`config.mk`:
```
export PLATFORM = sky130hd
export DESIGN_NAME = muldiv_ctrl
export DESIGN_NICKNAME = d
export VERILOG_FILES = /design/src/rtl/muldiv_ctrl.sv
export SDC_FILE = /design/constraint.sdc
export NUM_CORES = 1
export LEC_CHECK = 0
export BUFFER_PORTS_ARGS = -buffer_cell sky130_fd_sc_hd__clkbuf_2
export CAP_MARGIN = 20
export CORE_MARGIN = 3
export CORE_UTILIZATION = 63
export CTS_CLUSTER_DIAMETER = 40
export DETAILED_ROUTE_END_ITERATION = 12
export PLACE_DENSITY = 0.87
export SKIP_LAST_GASP = 1
export SYNTH_ARGS = -nofsm -noshare
export SYNTH_HDL_FRONTEND = slang
export SYNTH_SLANG_ARGS = --single-unit
```
`constraint.sdc`:
```
create_clock -name Clk -period 9.34 [get_ports Clk]
set_clock_uncertainty 0.2 [all_clocks]
set_input_delay 1.868 -clock Clk [delete_from_list [all_inputs] [get_ports Clk]]
set_output_delay 1.868 -clock Clk [all_outputs]
set_load 0.02 [all_outputs]
```
`src/rtl/muldiv_ctrl.sv`:
```
// muldiv_ctrl: sequential multiply/divide unit with architectural HI/LO registers.
// Multiplication is radix-2 shift-add and division is restoring, one bit per cycle.
// Both work on operand magnitudes; the sign is corrected in a final FIX cycle.
// Optional feature macro: MULDIV_DIV_EN (defined = divide datapath present).
// Without it, a divide request completes at once and does nothing.
module muldiv_ctrl (
    input  logic        Clk,
    input  logic        Reset,
    input  logic        Start,
    input  logic [1:0]  Op,
    input  logic [31:0] A,
    input  logic [31:0] B,
    input  logic        WriteHI,
    input  logic        WriteLO,
    input  logic [31:0] WriteData,
    output logic        Busy,
    output logic        Done,
    output logic        DivZero,
    output logic [31:0] HI_out,
    output logic [31:0] LO_out
);

    typedef enum logic [1:0] {S_IDLE, S_RUN, S_FIX} state_t;

    state_t      state_q, state_d;
    logic [5:0]  cnt_q, cnt_d;
    logic [31:0] acc_hi_q, acc_hi_d;   // product high half / partial remainder
    logic [31:0] acc_lo_q, acc_lo_d;   // multiplier shifting out / dividend shifting into quotient
    logic [31:0] mcand_q, mcand_d;     // multiplicand or divisor magnitude
    logic        sign_res_q, sign_res_d; // negate product or quotient in FIX
    logic [31:0] hi_q, hi_d;
    logic [31:0] lo_q, lo_d;
    logic        done_q, done_d;

    // Operand magnitudes: Op[0]=0 selects the signed flavour
    logic        op_signed;
    logic [31:0] a_mag, b_mag;
    assign op_signed = ~Op[0];
    assign a_mag     = (op_signed && A[31]) ? -A : A;
    assign b_mag     = (op_signed && B[31]) ? -B : B;

    // Shift-add step: add multiplicand when the multiplier LSB is set, then shift right
    logic [32:0] mul_sum;
    assign mul_sum = {1'b0, acc_hi_q} + (acc_lo_q[0] ? {1'b0, mcand_q} : 33'd0);

    // Sign-corrected 64-bit product
    logic [63:0] prod_fix;
    assign prod_fix = sign_res_q ? -{acc_hi_q, acc_lo_q} : {acc_hi_q, acc_lo_q};

`ifdef MULDIV_DIV_EN
    logic op_div_q, op_div_d;
    logic sign_rem_q, sign_rem_d;    // remainder follows the dividend sign
    logic div0_q, div0_d;            // divisor was zero: leave HI/LO alone
    logic divzero_q, divzero_d;

    // Restoring step: shift next dividend bit into the remainder, subtract if it fits.
    // The true difference is below the divisor, so 32-bit wrap arithmetic is exact.
    logic [32:0] div_shift;
    logic        div_ge;
    logic [31:0] div_sub;
    logic [31:0] quo_fix, rem_fix;
    assign div_shift = {acc_hi_q, acc_lo_q[31]};
    assign div_ge    = div_shift >= {1'b0, mcand_q};
    assign div_sub   = div_shift[31:0] - mcand_q;
    assign quo_fix   = sign_res_q ? -acc_lo_q : acc_lo_q;
    assign rem_fix   = sign_rem_q ? -acc_hi_q : acc_hi_q;
`endif

    // State and datapath registers; reset clears everything immediately
    always_ff @(posedge Clk or posedge Reset) begin
        if (Reset) begin
            state_q    <= S_IDLE;
            cnt_q      <= 6'd0;
            acc_hi_q   <= 32'd0;
            acc_lo_q   <= 32'd0;
            mcand_q    <= 32'd0;
            sign_res_q <= 1'b0;
            hi_q       <= 32'd0;
            lo_q       <= 32'd0;
            done_q     <= 1'b0;
`ifdef MULDIV_DIV_EN
            op_div_q   <= 1'b0;
            sign_rem_q <= 1'b0;
            div0_q     <= 1'b0;
            divzero_q  <= 1'b0;
`endif
        end else begin
            state_q    <= state_d;
            cnt_q      <= cnt_d;
            acc_hi_q   <= acc_hi_d;
            acc_lo_q   <= acc_lo_d;
            mcand_q    <= mcand_d;
            sign_res_q <= sign_res_d;
            hi_q       <= hi_d;
            lo_q       <= lo_d;
            done_q     <= done_d;
`ifdef MULDIV_DIV_EN
            op_div_q   <= op_div_d;
            sign_rem_q <= sign_rem_d;
            div0_q     <= div0_d;
            divzero_q  <= divzero_d;
`endif
        end
    end

    // Next-state, datapath step and HI/LO update
    always_comb begin
        state_d    = state_q;
        cnt_d      = cnt_q;
        acc_hi_d   = acc_hi_q;
        acc_lo_d   = acc_lo_q;
        mcand_d    = mcand_q;
        sign_res_d = sign_res_q;
        hi_d       = hi_q;
        lo_d       = lo_q;
        done_d     = 1'b0;
`ifdef MULDIV_DIV_EN
        op_div_d   = op_div_q;
        sign_rem_d = sign_rem_q;
        div0_d     = div0_q;
        divzero_d  = 1'b0;
`endif
        case (state_q)
            S_IDLE: begin
                // MTHI/MTLO only while idle; a same-edge Start still proceeds
                if (WriteHI) hi_d = WriteData;
                if (WriteLO) lo_d = WriteData;
`ifdef MULDIV_DIV_EN
                if (Start) begin
                    state_d    = S_RUN;
                    cnt_d      = 6'd0;
                    acc_hi_d   = 32'd0;
                    acc_lo_d   = Op[1] ? a_mag : b_mag;
                    mcand_d    = Op[1] ? b_mag : a_mag;
                    sign_res_d = op_signed & (A[31] ^ B[31]);
                    op_div_d   = Op[1];
                    sign_rem_d = op_signed & A[31];
                    div0_d     = Op[1] & (B == 32'd0);
                end
`else
                if (Start && Op[1]) begin
                    done_d = 1'b1;
                end else if (Start) begin
                    state_d    = S_RUN;
                    cnt_d      = 6'd0;
                    acc_hi_d   = 32'd0;
                    acc_lo_d   = b_mag;
                    mcand_d    = a_mag;
                    sign_res_d = op_signed & (A[31] ^ B[31]);
                end
`endif
            end
            S_RUN: begin
                cnt_d    = cnt_q + 6'd1;
                acc_hi_d = mul_sum[32:1];
                acc_lo_d = {mul_sum[0], acc_lo_q[31:1]};
`ifdef MULDIV_DIV_EN
                if (op_div_q) begin
                    acc_hi_d = div_ge ? div_sub : div_shift[31:0];
                    acc_lo_d = {acc_lo_q[30:0], div_ge};
                end
`endif
                if (cnt_q == 6'd31) begin
                    state_d = S_FIX;
                    cnt_d   = 6'd0;
                end
            end
            S_FIX: begin
                state_d = S_IDLE;
                done_d  = 1'b1;
`ifdef MULDIV_DIV_EN
                divzero_d = div0_q;
                if (!op_div_q) begin
                    hi_d = prod_fix[63:32];
                    lo_d = prod_fix[31:0];
                end else if (!div0_q) begin
                    hi_d = rem_fix;
                    lo_d = quo_fix;
                end
`else
                hi_d = prod_fix[63:32];
                lo_d = prod_fix[31:0];
`endif
            end
            default: state_d = S_IDLE;
        endcase
    end

    assign Busy   = (state_q != S_IDLE);
    assign Done   = done_q;
    assign HI_out = hi_q;
    assign LO_out = lo_q;
`ifdef MULDIV_DIV_EN
    assign DivZero = divzero_q;
`else
    assign DivZero = 1'b0;
`endif

endmodule

```
Yosys cells after proc, flatten, opt, wreduce, memory -nomap -nowiden
Index checks and enable logic that the tools add are counted.

operators by class
  bitwise gates (word level) = 4
  mux-type cells = 24
  reductions and logical operators = 12
  $add $sub $neg = 5
  equal/unequal tests = 8

operator list
  cell                                                              number
  32-bit two-way mux                                                9
  32-bit one-hot mux with 2 select lines                            4
  64-bit two-way mux                                                1
  32-bit negation                                                   2
  64-bit negation                                                   1
  32-bit by 32-bit adder with 33-bit output                         1
  6-bit two-way mux                                                 3
  6-bit one-hot mux with 2 select lines                             1
  2-bit inequality test (second input constant)                     5
  3-bit AND reduction                                               3
  6-bit by 1-bit adder with 6-bit output (second input constant)    1
  6-bit by 5-bit == test with 1-bit output (second input constant)  1
  2-bit two-way mux                                                 3
  2-bit nonzero test                                                3
  2-bit one-hot mux with 2 select lines                             1
  2-bit AND reduction                                               2
  1-bit logical AND                                                 3
  2-bit by 1-bit == test with 1-bit output (second input constant)  1
  2-bit == test (second input constant)                             1
  2-bit zero test                                                   1
  1-bit inverter                                                    2
  1-bit one-hot mux with 2 select lines                             1
  1-bit AND                                                         1
  1-bit two-way mux                                                 1
  1-bit XOR                                                         1

word-level totals
  output and inout bits = 67
  word-level logic and storage cells = 62
  bits of input ports = 103
  bits in registers = 170

Logic depth before layout (Yosys ltp)
Gate-level depths: netlist of the first run.

  depth after elaboration = 6
  mapped depth = 13
  depth with buffers taken out = 11

Worst setup path after synthesis of the first run
Ideal clock, no wire load.

  path type = input to register
  start point = input A[8]
  end point = register mcand_q[29]
  data arrival time = 3.716 ns
  data required time = 9.007 ns
  cell stages on the path = 7
  setup slack = 5.291 ns
  path buffers = 0
  setup time = 0.133 ns
  path through = or4_1 nor4b_1 and3_1 nand2_1 o41ai_1 xor2_1 o21ai_0

on the way
  cells in the longest elaborated chain, start to end = 2

ends and longest elaborated chain
  what                    line  source
  start: declaration      11    input logic [31:0] A,
  32-bit negation         39    assign a_mag = (op_signed && A[31]) ? -A : A;
  32-bit two-way mux      39
  end signal: assignment  92    mcand_q <= mcand_d;
  end: declaration        29    logic [31:0] mcand_q, mcand_d;

Every way passes these cells.
A chain may end at the register's enable or synchronous reset.

Final worst setup path of the first run
  start point = register acc_lo_q[0]
  end point = register hi_q[11] (netlist: HI_out[11])

on the way
  cells in the longest elaborated chain, start to end = 3

ends and longest elaborated chain
  what                                    line  source
  start: declaration                      28    logic [31:0] acc_lo_q, acc_lo_d;
  start signal: assignment                91    acc_lo_q <= acc_lo_d;
  64-bit negation                         48    assign prod_fix = sign_res_q ? -{acc_hi_q, acc_lo_q} : {acc_hi_q, acc_lo_q};
  64-bit two-way mux                      48
  32-bit one-hot mux with 2 select lines  123   case (state_q)
  end signal: assignment                  94    hi_q <= hi_d;
  end: declaration                        31    logic [31:0] hi_q, hi_d;

Every way passes these cells.

==> impl_metrics.ini, run 1 <==
[die]
initial_core_util = 0.6549
ios = 170
die_h_um = 141.2
core_mm2 = 0.01760
rows = 48
die_w_um = 141.2
die_area_mm2 = 0.01995

[power]
p_clk_frac = 0.463
p_sw_uw = 402.6
vdd_drop_max_mv = 0.1373
intPower_uw = 1212
power_frac_seq = 0.462
powerDensity_mw_per_mm2 = 123.7
p_comb_frac = 0.075
swShare = 0.2494
p_leak_uw = 0.006055

[timing]
hold_viol_final = 0
worst_slack_ps = 5189
setup_viol = 0
fin_crit_sh = 0.4444
worst_slew_pin_slew_ps = 1036
timing.final.crit_period_ps = 4151
timing.fmax_mhz = 240.9
slew_headroom = 0.3096
slew_violations = 0
setup_tns_ps = 0
rsz0062_at_grt = no

[yosys]
postSynthAreaPerCell_um2 = 8.267
synthMuxAreaShare = 0.02085
synth-xor-area-share = 0.09349
synth-edff-count = 0
synth_top_cell_by_area = dfrtp_1
ys_warn_count = 0
ys.flop_type = dfrtp_1
synthAdderAreaFrac = 0.04083
yosysSeqAreaShare = 0.3692
synth.top_cell.area_share = 0.3692
synth_seq_cells = 170
ys_async_sr_fraction = 1.000
syn_nets = 1534
synth_most_common_cell = nand2_1
postSynthCellCount = 1394
synth-simple-area-share = 0.2084
synth_top_family_by_area = compound AO/OA/AOI/OAI gates
synth_compound_area_frac = 0.2320
synthDistinctLibCells = 62
yosys-top-cells-area = dfrtp_1, o21ai_0, nand2_1
synth_area_mm2 = 0.01152
synth_common_cells = nand2_1, dfrtp_1, o21ai_0

[clock_network]
cts_setup_buffers = 0
cts_tree = yes
htree_levels = 4
clockRootBuffer = clkbuf_16
max-clock-path-buffers = 2
cts.sinks = 170
cts_made_buffers = 17
cts_hold_buf = 0
clk_latency_ps = 440
cts_resized = 0
path_clk_slew_ps = 70

[outcome]
status = complete, no violations

[placement]
portBuffers = 168
postPlaceCellArea_mm2 = 0.01243
dp_hpwl_um = 25750
gp_congestion = 0.9928
place_ws_ps = 4807

[route]
wire_per_inst_um = 19.74
wl_um = 34460
viasPerCell = 6.555
num_vias = 11450
drc = 0
drt_iter0_drc = 1795
ant_nets = 0
dr.pass1.iters = 8

[cells_and_area]
layout.nets = 1648
postLayoutCellArea_mm2 = 0.01305
antenna_cells = 0
fillers = 1361
syn_to_final_growth_pct = 13.24
drive_gt1_frac = 0.1538
multi_input_area_mm2 = 0.006899
regArea_mm2 = 0.004254

[run]
drv_cap = 0

[global_route]
grt_first_pass_wirelength_um = 55800
grt_pass1_vias = 10620
antenna_found_initial = 1
grt.overflow.total = 0
grt.total_usage = 0.3477
grt_max_degree = 105

[setup_path]
crit_path_start_kind = register
crit_path_end_kind = register
cp_max_fo = 36
arrival_ps = 4250
worstPathRequired_ps = 9440
crit_type = register to register

[min_path]
hold_path_class = register to register
-- final timing paths --
check	startpoint	end	slack [ps]	cells after the start
max reg2reg	acc_lo_q[0]	HI_out[11]	5190	7
max in group asynchronous	Reset	acc_lo_q[18]	6180	3
min in group asynchronous	Reset	acc_hi_q[7]	1370	2
min reg2reg	LO_out[19]	LO_out[19]	280	2
min	LO_out[19]	LO_out[19]	280	2
max	acc_lo_q[0]	HI_out[11]	5190	7
-- worst max-delay path: stages, from the launching register on --
cell	delay, ps
dfrtp_1	770
or4_1	680
nand2b_1	300
or4_1	760
or4_4	650
o21ai_0	320
xor2_1	230
a21oi_1	100
-- final cells by class --
type	count	area share
clock buffer	17	0.03260
clock inverter	15	0.01448
inverter	21	0.006424
multi-input combinational	1120	0.5287
sequential	170	0.3260
tap	225	0.02157
timing repair buffer	178	0.07019
-- metrics by stage --
stage          cells  hold WS, ps  total power (uW)    util
4_1_cts         1746        277.1              1614  0.7415
6_report        1746        278.0              1614  0.7415
3_5_place_dp    1714        261.7             880.8  0.7066
5_1_grt         1746        302.9              1656  0.7415
2_1_floorplan   1394        241.8             821.7       -
3_3_place_gp    1714        253.5             878.3  0.7066
-- power groups by stage --
stage | registers [uW] | logic, uW | clock network (uW)
6_report | 745 | 122 | 747
5_1_grt | 746 | 134 | 776
4_1_cts | 745 | 122 | 746
3_5_place_dp | 759 | 121 | 0
3_3_place_gp | 759 | 119 | 0
2_1_floorplan | 767 | 54.9 | 0
-- flip-flops by register name, summed over array words and instances, names as in the netlist --
register and flops:
Done 1, HI_out 32, LO_out 32, acc_hi_q 32, acc_lo_q 32, cnt_q 6
mcand_q 32, sign_res_q 1, state_q 2
-- layer usage --
metal | wire length [um] | track usage | part of all wire
met1 | 14070 | 0.5020 | 0.41
met3 | 3709 | 0.04715 | 0.11
met4 | 1423 | 0.1423 | 0.041
met2 | 15260 | 0.5302 | 0.44
met5 | 0 | 0 | 0
-- cell families after synthesis --
group / count (synthesis)
simple gates: 502
compound gates: 433
flops: 170
xor+xnor: 123
buf+inv: 104
fa+ha+maj: 37
mux: 24
other cells: 1
-- cells in the final DEF (no fill, tap or decap), drive strengths merged, types with 5 or more instances in the layout --
cell | netlist | final
o31ai | 25 | 25
dfrtp | 170 | 170
clkbuf | 78 | 185
mux2i | 24 | 24
and2 | 34 | 34
nand4 | 9 | 9
and3 | 10 | 10
o221ai | 14 | 14
or3 | 16 | 16
nor2b | 7 | 7
nor2 | 117 | 117
nor4 | 18 | 18
a21oi | 89 | 89
a221oi | 12 | 12
ha | 36 | 36
nand2 | 191 | 191
nor3 | 34 | 34
xnor2 | 54 | 54
o211ai | 8 | 8
o41ai | 11 | 11
or4 | 18 | 18
xor2 | 69 | 69
a21o | 13 | 13
o21ai | 170 | 170
a31oi | 13 | 13
nand3 | 16 | 16
or2 | 8 | 8
a222oi | 8 | 8
o21bai | 6 | 6
inv | 21 | 26
a211oi | 8 | 8
a22o | 9 | 9
o22ai | 11 | 11
a22oi | 23 | 23
nand2b | 14 | 14
clkinvlp | 0 | 5
buf | 5 | 10
Note: power is estimated with default switching activity, not from simulation.
==> run 2, diff against run 1 <==
CORE_UTILIZATION = 59   (was 63)
PLACE_DENSITY = 0.82   (was 0.87)
clock period = 4.03 ns   (was 9.34 ns; I/O delays follow)
==> impl_metrics.ini, run 2 (same netlist as run 1, synthesis figures left out) <==
[setup_path]
cp_max_fo = 9
crit_type = register to register
slowest_stage = or4_1
crit_top_cell = or4_4
arrival_ps = 3850
worstPathRequired_ps = 4160
crit_path_start_kind = register
path_buf_inv = 0
critPathTopFamily = simple AND/OR/NAND/NOR gates
max_stage_delay_ps = 680
crit_path_end_kind = register
crit_chain = or4_4 -> or4_4 -> or4_1 -> or4_4 -> o21ai_0 -> xor2_1 -> a221oi_1
reg2reg_slack_ps = 310

[die]
rows = 50
die_area_mm2 = 0.02124
core_mm2 = 0.01896
initial_core_util = 0.6079
die_w_um = 145.8
ios = 170
die_h_um = 145.8

[clock_network]
max-clock-path-buffers = 2
cts_made_buffers = 17
cts_hold_buf = 0
clockRootBuffer = clkbuf_16
cts_setup_buffers = 0
cts_resized = 0
htree_levels = 4
clk_latency_ps = 440
cts_tree = yes
path_clk_slew_ps = 70
cts.sinks = 170

[min_path]
hold_path_class = primary input to async pin

[global_route]
grt_pass1_vias = 10350
grt_first_pass_wirelength_um = 55210
grt_max_degree = 63
antenna_found_initial = 1
grt.total_usage = 0.3201
grt.overflow.total = 0

[timing]
worst_slew_pin_slew_ps = 1054
timing.final.crit_period_ps = 3720
holdWs_ps = 75.19
slew_headroom = 0.2952
setup_viol = 0
timing.fmax_mhz = 268.8
hold_viol_final = 0
rsz0062_at_grt = no
slew_violations = 0
fin_crit_sh = 0.9231
setup_tns_ps = 0

[power]
fin_total_pwr_uw = 3674
vdd_drop_max_mv = 0.2829
powerDensity_mw_per_mm2 = 278.8
p_leak_uw = 0.006104

[route]
ant_nets = 0
drc = 0
drt_iter0_drc = 1245
wl_um = 34460
dr.pass1.iters = 8
wire_per_inst_um = 19.27
viasPerCell = 6.267
num_vias = 11210

[cells_and_area]
final_cell_mix = nand2_1, dfrtp_1, clkbuf_2, o21ai_0, nor2_1
layout.nets = 1655
final_common_cell = nand2_1
antenna_cells = 0
syn_to_final_growth_pct = 14.38
drive_gt1_frac = 0.1577
postLayoutCellArea_mm2 = 0.01318

[placement]
portBuffers = 168
postPlaceCellArea_mm2 = 0.01257
gp_congestion = 0.9851
dp_hpwl_um = 26320

[outcome]
status = complete, no violations

[run]
drv_cap = 0
==> run 2: changes by cell type in the layout (fill, tap and decap cells not counted) <==
| cell | previous run | this run |
|---|---|---|
| inv_6 | 6 | 5 |
| buf_4 | 10 | 12 |
| bufinv_16 | 3 | 2 |
| buf_12 | 0 | 5 |
| clkinvlp_4 | 5 | 4 |
| clkinv_2 | 0 | 2 |
| clkinv_4 | 2 | 3 |
==> run 2: layout make-up <==
cell class	count	area [um^2]
Fill cell	1574	5776
Timing Repair Buffer	185	1031
Sequential cell	170	4254
Tap cell	260	325.3
Inverter	21	82.58
Clock buffer	17	425.4
Clock inverter	15	162.7
Multi-Input combinational cell	1120	6899
==> run 2: final timing paths <==
check | start | end | depth (start not counted)
max in group asynchronous | Reset | LO_out[5] | 3
min | Reset | LO_out[12] | 2
max reg2reg | acc_lo_q[10] | HI_out[13] | 7
max | acc_lo_q[10] | HI_out[13] | 7
min reg2reg | mcand_q[20] | mcand_q[20] | 2
min in group Clk | mcand_q[20] | mcand_q[20] | 2
==> run 2: where the power goes <==
part / internal, uW / switching, uW / total (uW)
logic: 109 / 180 / 289
clock network: 923 / 735 / 1660
registers: 1720 / 7.90 / 1730
total: 2750 / 923 / 3670
==> run 2: through the flow <==
stage | instances | utilization | setup slack (ps)
final | 1788 | 0.6953 | 310.0
after global routing | 1788 | 0.6953 | 174.7
after CTS | 1787 | 0.6943 | 311.1
after detailed placement | 1755 | 0.6632 | 330.9
after global placement | 1755 | 0.6632 | 403.2
after floorplan | 1394 | - | 512.9
==> run 2: layer usage <==
layer | share of wire | up-vias | track usage
met1 | 0.43 | 5252 | 0.4552
li1 | - | 5294 | -
met3 | 0.088 | 76 | 0.05076
met4 | 0.038 | 0 | 0.1296
met5 | 0 | - | 0
met2 | 0.44 | 584 | 0.4924
==> run 3, diff against run 2 <==
CORE_MARGIN = default   (was 3)
RECOVER_POWER = 25   (was default)
==> impl_metrics.ini, run 3 (same netlist as run 1, synthesis figures left out) <==
[outcome]
status = finished with violations
violations = capacitance limit, slew limit

[power]
vdd_drop_max_mv = 0.2937
p_leak_uw = 0.006121
powerDensity_mw_per_mm2 = 286.6

[setup_path]
rr_worst_depth = 7
crit_path_end_kind = register
crit_type = register to register
arrival_ps = 3860
cp_max_fo = 9
critPathTopFamily = simple AND/OR/NAND/NOR gates
worstPathRequired_ps = 4140
cp.depth = 7
path_buf_inv = 0
crit_chain = or4_4 -> or4_4 -> or4_1 -> or4_4 -> nor4_4 -> mux2i_1 -> o21ai_1
crit_path_start_kind = register
max_stage_delay_ps = 680
crit_top_cell = or4_4
slowest_stage = or4_1

[route]
wirelength_met1_um = 15450
ant_nets = 0
wl_um = 35040
wl_met3_um = 2930
viasPerCell = 6.315
drt_iter0_drc = 1294
num_vias = 11310
highest_layer = met4
drc = 0
dr.pass1.iters = 6
wl_met2_um = 15400
wire_per_inst_um = 19.56

[min_path]
hold_path_class = register to register
min_path_cells = 2

[timing]
hold_viol_final = 0
timing.final.crit_period_ps = 3754
setup_tns_ps = 0
slew_violations = 172
rsz0062_at_grt = no
holdWs_ps = 273.2
slew_headroom = -0.8003
timing.fmax_mhz = 266.4
fin_crit_sh = 0.9314
setup_viol = 0
worst_slew_pin_slew_ps = 2700

[cells_and_area]
antenna_cells = 0
final_common_cell = nand2_1
syn_to_final_growth_pct = 14.54
drive_gt1_frac = 0.1581
final_util = 0.6986
layoutNonFillerInstCount = 1791
final_cell_mix = nand2_1, dfrtp_1, clkbuf_2, o21ai_0, nor2_1
layout.nets = 1658

[clock_network]
max-clock-path-buffers = 2
cts_tree = yes
clk_latency_ps = 440
cts_resized = 0
cts_made_buffers = 17
clockRootBuffer = clkbuf_16
cts_setup_buffers = 0
path_clk_slew_ps = 70
cts_hold_buf = 0
htree_levels = 4
cts.sinks = 170

[global_route]
grt.overflow.total = 0
grt.total_usage = 0.3562
antenna_found_initial = 0
grt_first_pass_wirelength_um = 55100
grt_max_degree = 120
grt_pass1_vias = 10200

[die]
die_w_um = 141.8
ios = 170
rows = 50
die_area_mm2 = 0.02009
core_mm2 = 0.01889
die_h_um = 141.8
initial_core_util = 0.6099

[placement]
dp.cells = 1759
portBuffers = 168
dp_hpwl_um = 26740
gp_congestion = 0.9688

[run]
drv_cap = 2
## run 3: layout make-up
class / instances / area (um^2)
repair buffers: 188 / 1008
fillers: 1574 / 5694
clock inverters: 15 / 206.4
multi-input cells: 1120 / 6899
clock buffers: 17 / 425.4
inverters: 21 / 80.08
well taps: 260 / 325.3
flip-flops and latches: 170 / 4254
## run 3: tightest hold or removal path, cell delays in order, from the launching register on
cell,delay [ps]
dfrtp_1,340
nand2_1,40
o21ai_0,60
## run 3: final timing paths
check	from	end	slack, ps
worst min register to register	mcand_q[6]	mcand_q[6]	270
max in group asynchronous	Reset	mcand_q[6]	850
min in group asynchronous	Reset	acc_hi_q[6]	1130
worst max register to register	acc_lo_q[9]	HI_out[15]	280
worst min-delay path	mcand_q[6]	mcand_q[6]	270
worst max-delay path	acc_lo_q[9]	HI_out[15]	280
## run 3: power by group
| group | leakage [uW] | internal, uW | total [uW] | switching, uW |
|---|---|---|---|---|
| Combinational | 0.00374 | 102 | 279 | 177 |
| Clock | 0.000300 | 1000 | 1780 | 775 |
| Sequential | 0.00208 | 1720 | 1730 | 7.55 |
| Total | 0.00612 | 2820 | 3780 | 959 |
## run 3: layer usage
metal  vias up  GRT usage
met5         -          0
met4         0     0.1454
met3        79    0.05164
met2       574     0.5424
met1      5355     0.5099
li1       5302          -
## run 3: metrics by stage
stage | total power, uW | worst slack [ps] | instance area (um^2)
detailed placement | 2042 | 323.0 | 12590
global route | 3874 | 162.1 | 13200
CTS | 3792 | 298.7 | 13220
floorplan | 1905 | 512.9 | 11530
global placement | 2038 | 396.6 | 12590
finish | 3782 | 276.4 | 13200
